**src/rtl/piano_key_tone_if.sv**
```systemverilog
// piano_key_tone_if: touch-sensor inputs, tone enable and note outputs of the piano tone block
interface piano_key_tone_if;
  logic [7:0] sensor_data1;
  logic [7:0] sensor_data2;
  logic tone_en;
  logic key_valid;
  logic [3:0] key_idx;
  logic key_event;
  logic beep_out;
  modport master(output sensor_data1, sensor_data2, tone_en, input key_valid, key_idx, key_event, beep_out);
  modport slave(input sensor_data1, sensor_data2, tone_en, output key_valid, key_idx, key_event, beep_out);
endinterface

```
**src/rtl/piano_key_tone.sv**
```systemverilog
// piano_key_tone: debounces 16 touch keys, selects the highest pressed one and plays its note
module piano_key_tone #(
  parameter int CLK_FREQ = 12_000_000,
  parameter int SAMPLE_DIV = 120_000,
  parameter int DEB_SAMPLES = 3
) (
  input logic clk_in,
  input logic rst_n_in,
  piano_key_tone_if.slave bus
);
  localparam int SW = $clog2(SAMPLE_DIV);
  localparam int FREQ [16] = '{262, 294, 330, 349, 392, 440, 494, 523,
                               587, 659, 698, 784, 880, 988, 1047, 1175};
  typedef enum logic {SILENT, PLAY} state_t;
  logic [15:0] s1, s2, deb;
  logic [15:0][1:0] cnt;
  logic [SW-1:0] sc;
  logic tick;
  logic [15:0] hp_tab [16];
  logic [3:0] hi_idx, prev_idx;
  logic prev_valid;
  state_t state, state_n;
  logic [15:0] hp, hp_n, tc, tc_n;
  logic beep_n;
  for (genvar i = 0; i < 16; i++) begin : g_hp
    assign hp_tab[i] = 16'(CLK_FREQ / (2 * FREQ[i]));
  end
  assign tick = sc == SW'(SAMPLE_DIV - 1);
  always_ff @(posedge clk_in or negedge rst_n_in)
    if (!rst_n_in) begin
      s1 <= '0;
      s2 <= '0;
      sc <= '0;
    end else begin
      s1 <= {bus.sensor_data2, bus.sensor_data1};
      s2 <= s1;
      sc <= tick ? '0 : sc + 1'b1;
    end
  // a key flips only after DEB_SAMPLES consecutive ticks disagreeing with its debounced state
  always_ff @(posedge clk_in or negedge rst_n_in)
    if (!rst_n_in) begin
      deb <= '0;
      cnt <= '0;
    end else if (tick) begin
      for (int k = 0; k < 16; k++)
        if (s2[k] == deb[k]) cnt[k] <= '0;
        else if (cnt[k] == 2'(DEB_SAMPLES - 1)) begin
          deb[k] <= s2[k];
          cnt[k] <= '0;
        end else cnt[k] <= cnt[k] + 2'd1;
    end
  always_comb begin
    hi_idx = '0;
    for (int k = 0; k < 16; k++) if (deb[k]) hi_idx = 4'(k);
  end
  always_ff @(posedge clk_in or negedge rst_n_in)
    if (!rst_n_in) begin
      bus.key_valid <= 1'b0;
      bus.key_idx <= '0;
      bus.key_event <= 1'b0;
      prev_valid <= 1'b0;
      prev_idx <= '0;
    end else begin
      bus.key_valid <= |deb;
      bus.key_idx <= |deb ? hi_idx : bus.key_idx;
      prev_valid <= bus.key_valid;
      prev_idx <= bus.key_idx;
      bus.key_event <= bus.key_valid & (!prev_valid | (bus.key_idx != prev_idx));
    end
  always_ff @(posedge clk_in or negedge rst_n_in)
    if (!rst_n_in) begin
      state <= SILENT;
      hp <= '0;
      tc <= '0;
      bus.beep_out <= 1'b0;
    end else begin
      state <= state_n;
      hp <= hp_n;
      tc <= tc_n;
      bus.beep_out <= beep_n;
    end
  // exit outranks a note change; a note change restarts the wave low
  always_comb begin
    state_n = state;
    hp_n = hp;
    tc_n = tc;
    beep_n = bus.beep_out;
    if (state == SILENT) begin
      tc_n = '0;
      beep_n = 1'b0;
      if (bus.key_valid && bus.tone_en) begin
        state_n = PLAY;
        hp_n = hp_tab[bus.key_idx];
      end
    end else if (!bus.key_valid || !bus.tone_en) begin
      state_n = SILENT;
      tc_n = '0;
      beep_n = 1'b0;
    end else if (bus.key_event) begin
      hp_n = hp_tab[bus.key_idx];
      tc_n = '0;
      beep_n = 1'b0;
    end else if (tc == hp - 16'd1) begin
      tc_n = '0;
      beep_n = !bus.beep_out;
    end else tc_n = tc + 16'd1;
  end
endmodule

```
**src/flat_wrapper.sv**
```systemverilog
// flat-port wrapper written by rule: the top's interface ports become plain ports
module piano_key_tone_flat 
#(
  parameter int CLK_FREQ = 12_000_000,
  parameter int SAMPLE_DIV = 120_000,
  parameter int DEB_SAMPLES = 3
)
  (clk_in, rst_n_in, bus_sensor_data1, bus_sensor_data2, bus_tone_en, bus_key_valid, bus_key_idx, bus_key_event, bus_beep_out);
  piano_key_tone_if bus_i ();
  input logic clk_in;
  input logic rst_n_in;
  input wire logic [$bits(bus_i.sensor_data1)-1:0] bus_sensor_data1;
  input wire logic [$bits(bus_i.sensor_data2)-1:0] bus_sensor_data2;
  input wire logic [$bits(bus_i.tone_en)-1:0] bus_tone_en;
  output wire logic [$bits(bus_i.key_valid)-1:0] bus_key_valid;
  output wire logic [$bits(bus_i.key_idx)-1:0] bus_key_idx;
  output wire logic [$bits(bus_i.key_event)-1:0] bus_key_event;
  output wire logic [$bits(bus_i.beep_out)-1:0] bus_beep_out;
  assign bus_i.sensor_data1 = bus_sensor_data1;
  assign bus_i.sensor_data2 = bus_sensor_data2;
  assign bus_i.tone_en = bus_tone_en;
  assign bus_key_valid = bus_i.key_valid;
  assign bus_key_idx = bus_i.key_idx;
  assign bus_key_event = bus_i.key_event;
  assign bus_beep_out = bus_i.beep_out;
  piano_key_tone #(.CLK_FREQ(CLK_FREQ), .SAMPLE_DIV(SAMPLE_DIV), .DEB_SAMPLES(DEB_SAMPLES)) u_core (.clk_in(clk_in), .rst_n_in(rst_n_in), .bus(bus_i));
endmodule
```
**config.mk**
```make
export PLATFORM = sky130hd
export DESIGN_NAME = piano_key_tone_flat
export DESIGN_NICKNAME = d
export VERILOG_FILES = /design/src/rtl/piano_key_tone_if.sv /design/src/rtl/piano_key_tone.sv /design/src/flat_wrapper.sv
export SDC_FILE = /design/constraint.sdc
export NUM_CORES = 1
export LEC_CHECK = 0
export CAP_MARGIN = 10
export CORE_UTILIZATION = 35
export DETAILED_ROUTE_END_ITERATION = 8
export GPL_TIMING_DRIVEN = 0
export PLACE_DENSITY_LB_ADDON = 0.3
export SLEW_MARGIN = 20
export SYNTH_ARGS = -nofsm -noshare
export SYNTH_HDL_FRONTEND = slang
export SYNTH_SLANG_ARGS = --single-unit
```
**constraint.sdc**
```tcl
create_clock -name clk_in -period 2.4 [get_ports clk_in]
set_input_delay 0.48 -clock clk_in [delete_from_list [all_inputs] [get_ports clk_in]]
set_output_delay 0.48 -clock clk_in [all_outputs]
set_load 0.1 [all_outputs]
```
==> flow_summary.ini <==
[cells_and_area]
fillers = 1683
syn_to_final_growth_pct = 22.64
mostFrequentLayoutCells = dfrtp_1, nand2_1, nor2_1
n_antenna_cell = 0
final_area_um2 = 7904
nNetsFinal = 738
layout_commonest_cell = dfrtp_1
final_core_util_pct = 43.85
drive_gt1_share_pct = 15.40

[clock_tree]
root_buffer = clkbuf_16
path_clk_slew_ps = 60
clock_latency_ps = 430
cts_sinks = 141
clk_path_buf_depth = 2
cts_buffers = 17
cts_tree = yes
cts_htree_levels = 4

[sta]
maxSlewViolCount = 0
clock.fmax_mhz = 366.2
hold_viol = 0
post-route-period-util_pct = 113.8
period_minus_slack_ps = 2731
grt_setup_unrepaired = yes
setup_ws_ps = -331.1
setup_viol_count_final = 17
clock_skew_ps = 7.372
tightest_slew_ps = 958.0
maxSlewHeadroom_pct = 36.39

[synth]
synthTopCellsByArea = dfrtp_1, nand2_1, xnor2_1, nor2_1, xor2_1
synth-seq-cells = 141
synth_edf_count = 0
synthCells = 649
yosysTopAreaCellShare_pct = 54.75
synth-main-ff-cell = dfrtp_1
synth_seq_area_share_pct = 54.75
syn-num-nets = 679
yosys_warnings = 0
postSynthAreaPerCell_um2 = 9.931
ys_types = 51
netlist_area_um2 = 6445
async_flop_share_pct = 100.0
yosysTopAreaCell = dfrtp_1

[setup_path]
regToRegSetupSlack_ps = -330
slowest_delay_ps = 560
crit_arrival_ps = 3040
path_class = flip-flop to flip-flop
path_max_fanout = 5
slowest_stage = or4_4
cp.required_ps = 2710
r2r-start = u_core.hp[4]
endpoint_kind = flip-flop
worstPathCellList = or4_4 > or4_4 > a2111o_1 > a2111oi_4 > or2_1 > buf_6 > clkbuf_16 > nor2_1
reg2regPathDepth = 8
worst_r2r_endpoint = u_core.tc[13]
cpLargestDelayFamily = simple AND/OR/NAND/NOR gates
path_buf_inv = 2
startpoint_type = flip-flop
cpMostUsedCell = or4_4

[min_path]
whs_path_depth = 0
hp-class = flip-flop to flip-flop
worst_hold_path.endpoint = u_core.s2[8]
hold_start = u_core.s1[8]

[drt]
initialDrtViolationCount = 306
routed_wl_mm = 13.44
vias = 4745
drc = 0
routedWlPerCell_um = 14.15
first_pass_iters = 4
postRouteAntennaNets = 0
vias_per_cell = 4.995

[grt]
met3_usage_pct = 4.010
grt_max_degree = 92
grt_usage_pct = 15.05
antenna_found_initial = 0
grt_pass1_vias = 4723
overflow = 0
grt.met2_usage_pct = 25.07
grt_pass1_wl_mm = 22.04
grtUsageMet1_pct = 18.64
busiest_layer = met2

[place]
dp_hpwl_mm = 9.237
gp_congestion = 0.8413
postPlaceCellArea_um2 = 7019
io_buffers = 25
dp_slack_ps = -463.0

[pwr]
cellLeakagePower_nw = 3.653
cellPowerDensity_nw_per_um2 = 657.1
ir_drop_uv = 522.6

[status]
violations = setup timing
status = finished, violations left

[job]
maxCapViolations = 0

[die]
io_pins = 26
die_x_um = 137.7
coreArea_um2 = 18020
start_util_pct = 35.76
die_h_um = 137.7
rows = 49
dieArea_um2 = 18960
## state kept, by name, indices dropped and copies added, names as in the netlist
register,flops
u_core.s2,16
u_core.bus.key_valid,1
u_core.bus.key_idx,4
u_core.prev_idx,4
u_core.bus.beep_out,1
u_core.state,1
u_core.hp,15
u_core.bus.key_event,1
u_core.deb,16
u_core.cnt,32
u_core.s1,16
u_core.sc,17
u_core.tc,16
u_core.prev_valid,1
## Yosys cell counts (2+ instances only)
cell and n:
o31ai_1 2, clkbuf_1 18, mux2i_1 3, nand2_1 124, nand3_1 34, nor3b_1 2, nand2b_1 10, nor2_1 76
o21bai_1 3, nor4b_1 2, nand4_1 6, a31oi_1 6, ha_1 11, a21oi_1 18, nor4_1 6, and3_1 8
o21ai_0 24, nor3_1 12, or4_4 2, a21o_1 3, dfrtp_1 141, inv_1 15, mux2_2 17, or4_1 3
and2_1 4, xnor2_1 38, xor2_1 26, or3_1 4, a211oi_1 2, buf_6 2, nand3b_1 2, nor2b_1 6
## kinds of logic (layout without fill, tap and decap cells)
logic type	count (synthesis)	in the layout	share of synthesized area [%]
xor gates and xnor gates	64	64	8.697
muxes	20	20	3.436
adders and majority gates	11	11	2.135
buffers and inverters	36	108	2.329
DFF	141	141	54.75
AOI/OAI and AO/OA	71	71	7.048
and+or+nand+nor	306	306	21.61
## stage by stage
step / hold WS [ps] / TNS [ps] / cells / power [W]
floorplan: 184.4 / -2234 / 649 / 0.002477
CTS: 348.8 / -5425 / 944 / 0.005262
global route: 358.2 / -6929 / 950 / 0.005383
finish: 348.1 / -5031 / 950 / 0.005193
global placement: 331.2 / -648500 / 903 / 0.002556
detailed placement: 334.7 / -10320 / 904 / 0.002567
## layer usage
layer / up-vias / wire length [µm]
li1: 2303 / -
met1: 2344 / 6162
met2: 75 / 6671
met4: 0 / 180
met3: 23 / 424
met5: - / 0
## area by class of cell
class / count / area [µm²] / share of cell area [%]
plain buffers: 21 / 108.9 / 1.377
multi-input cells: 472 / 2899 / 36.68
clock inverters: 15 / 177.7 / 2.248
flip-flops and latches: 141 / 3536 / 44.74
clock buffers: 17 / 425.4 / 5.382
repair buffers: 40 / 414.1 / 5.240
well taps: 229 / 286.5 / 3.625
inverters: 15 / 56.30 / 0.7124
## worst max path at each step
stage	start	to	depth (start not counted)
floorplan	u_core.hp[3]	u_core.tc[10]	8
global placement	rst_n_in	u_core.s1[10]	1
detailed placement	u_core.hp[2]	u_core.tc[7]	9
CTS	u_core.hp[3]	u_core.tc[7]	10
global route	u_core.hp[4]	u_core.tc[13]	8
finish	u_core.hp[4]	u_core.tc[13]	8
## repair_timing
| item | 4_1_cts | 5_1_grt |
|---|---|---|
| endpoints found under the setup margin | 64 | 40 |
| hold buffers | 1 | 0 |
| pin swaps | 6 | 14 |
| resized for setup | 27 | 34 |
| hold endpoints to repair | 50 | 0 |
| gates cloned | 0 | 1 |
| buffers inserted | 7 | 5 |
## where the power goes
group | internal (W) | switching, W | total, W
sequential | 0.00240 | 0.0000137 | 0.00242
clock | 0.00157 | 0.00110 | 0.00267
combinational | 0.0000429 | 0.0000589 | 0.000102
Note: power is estimated with default switching activity, not from simulation.
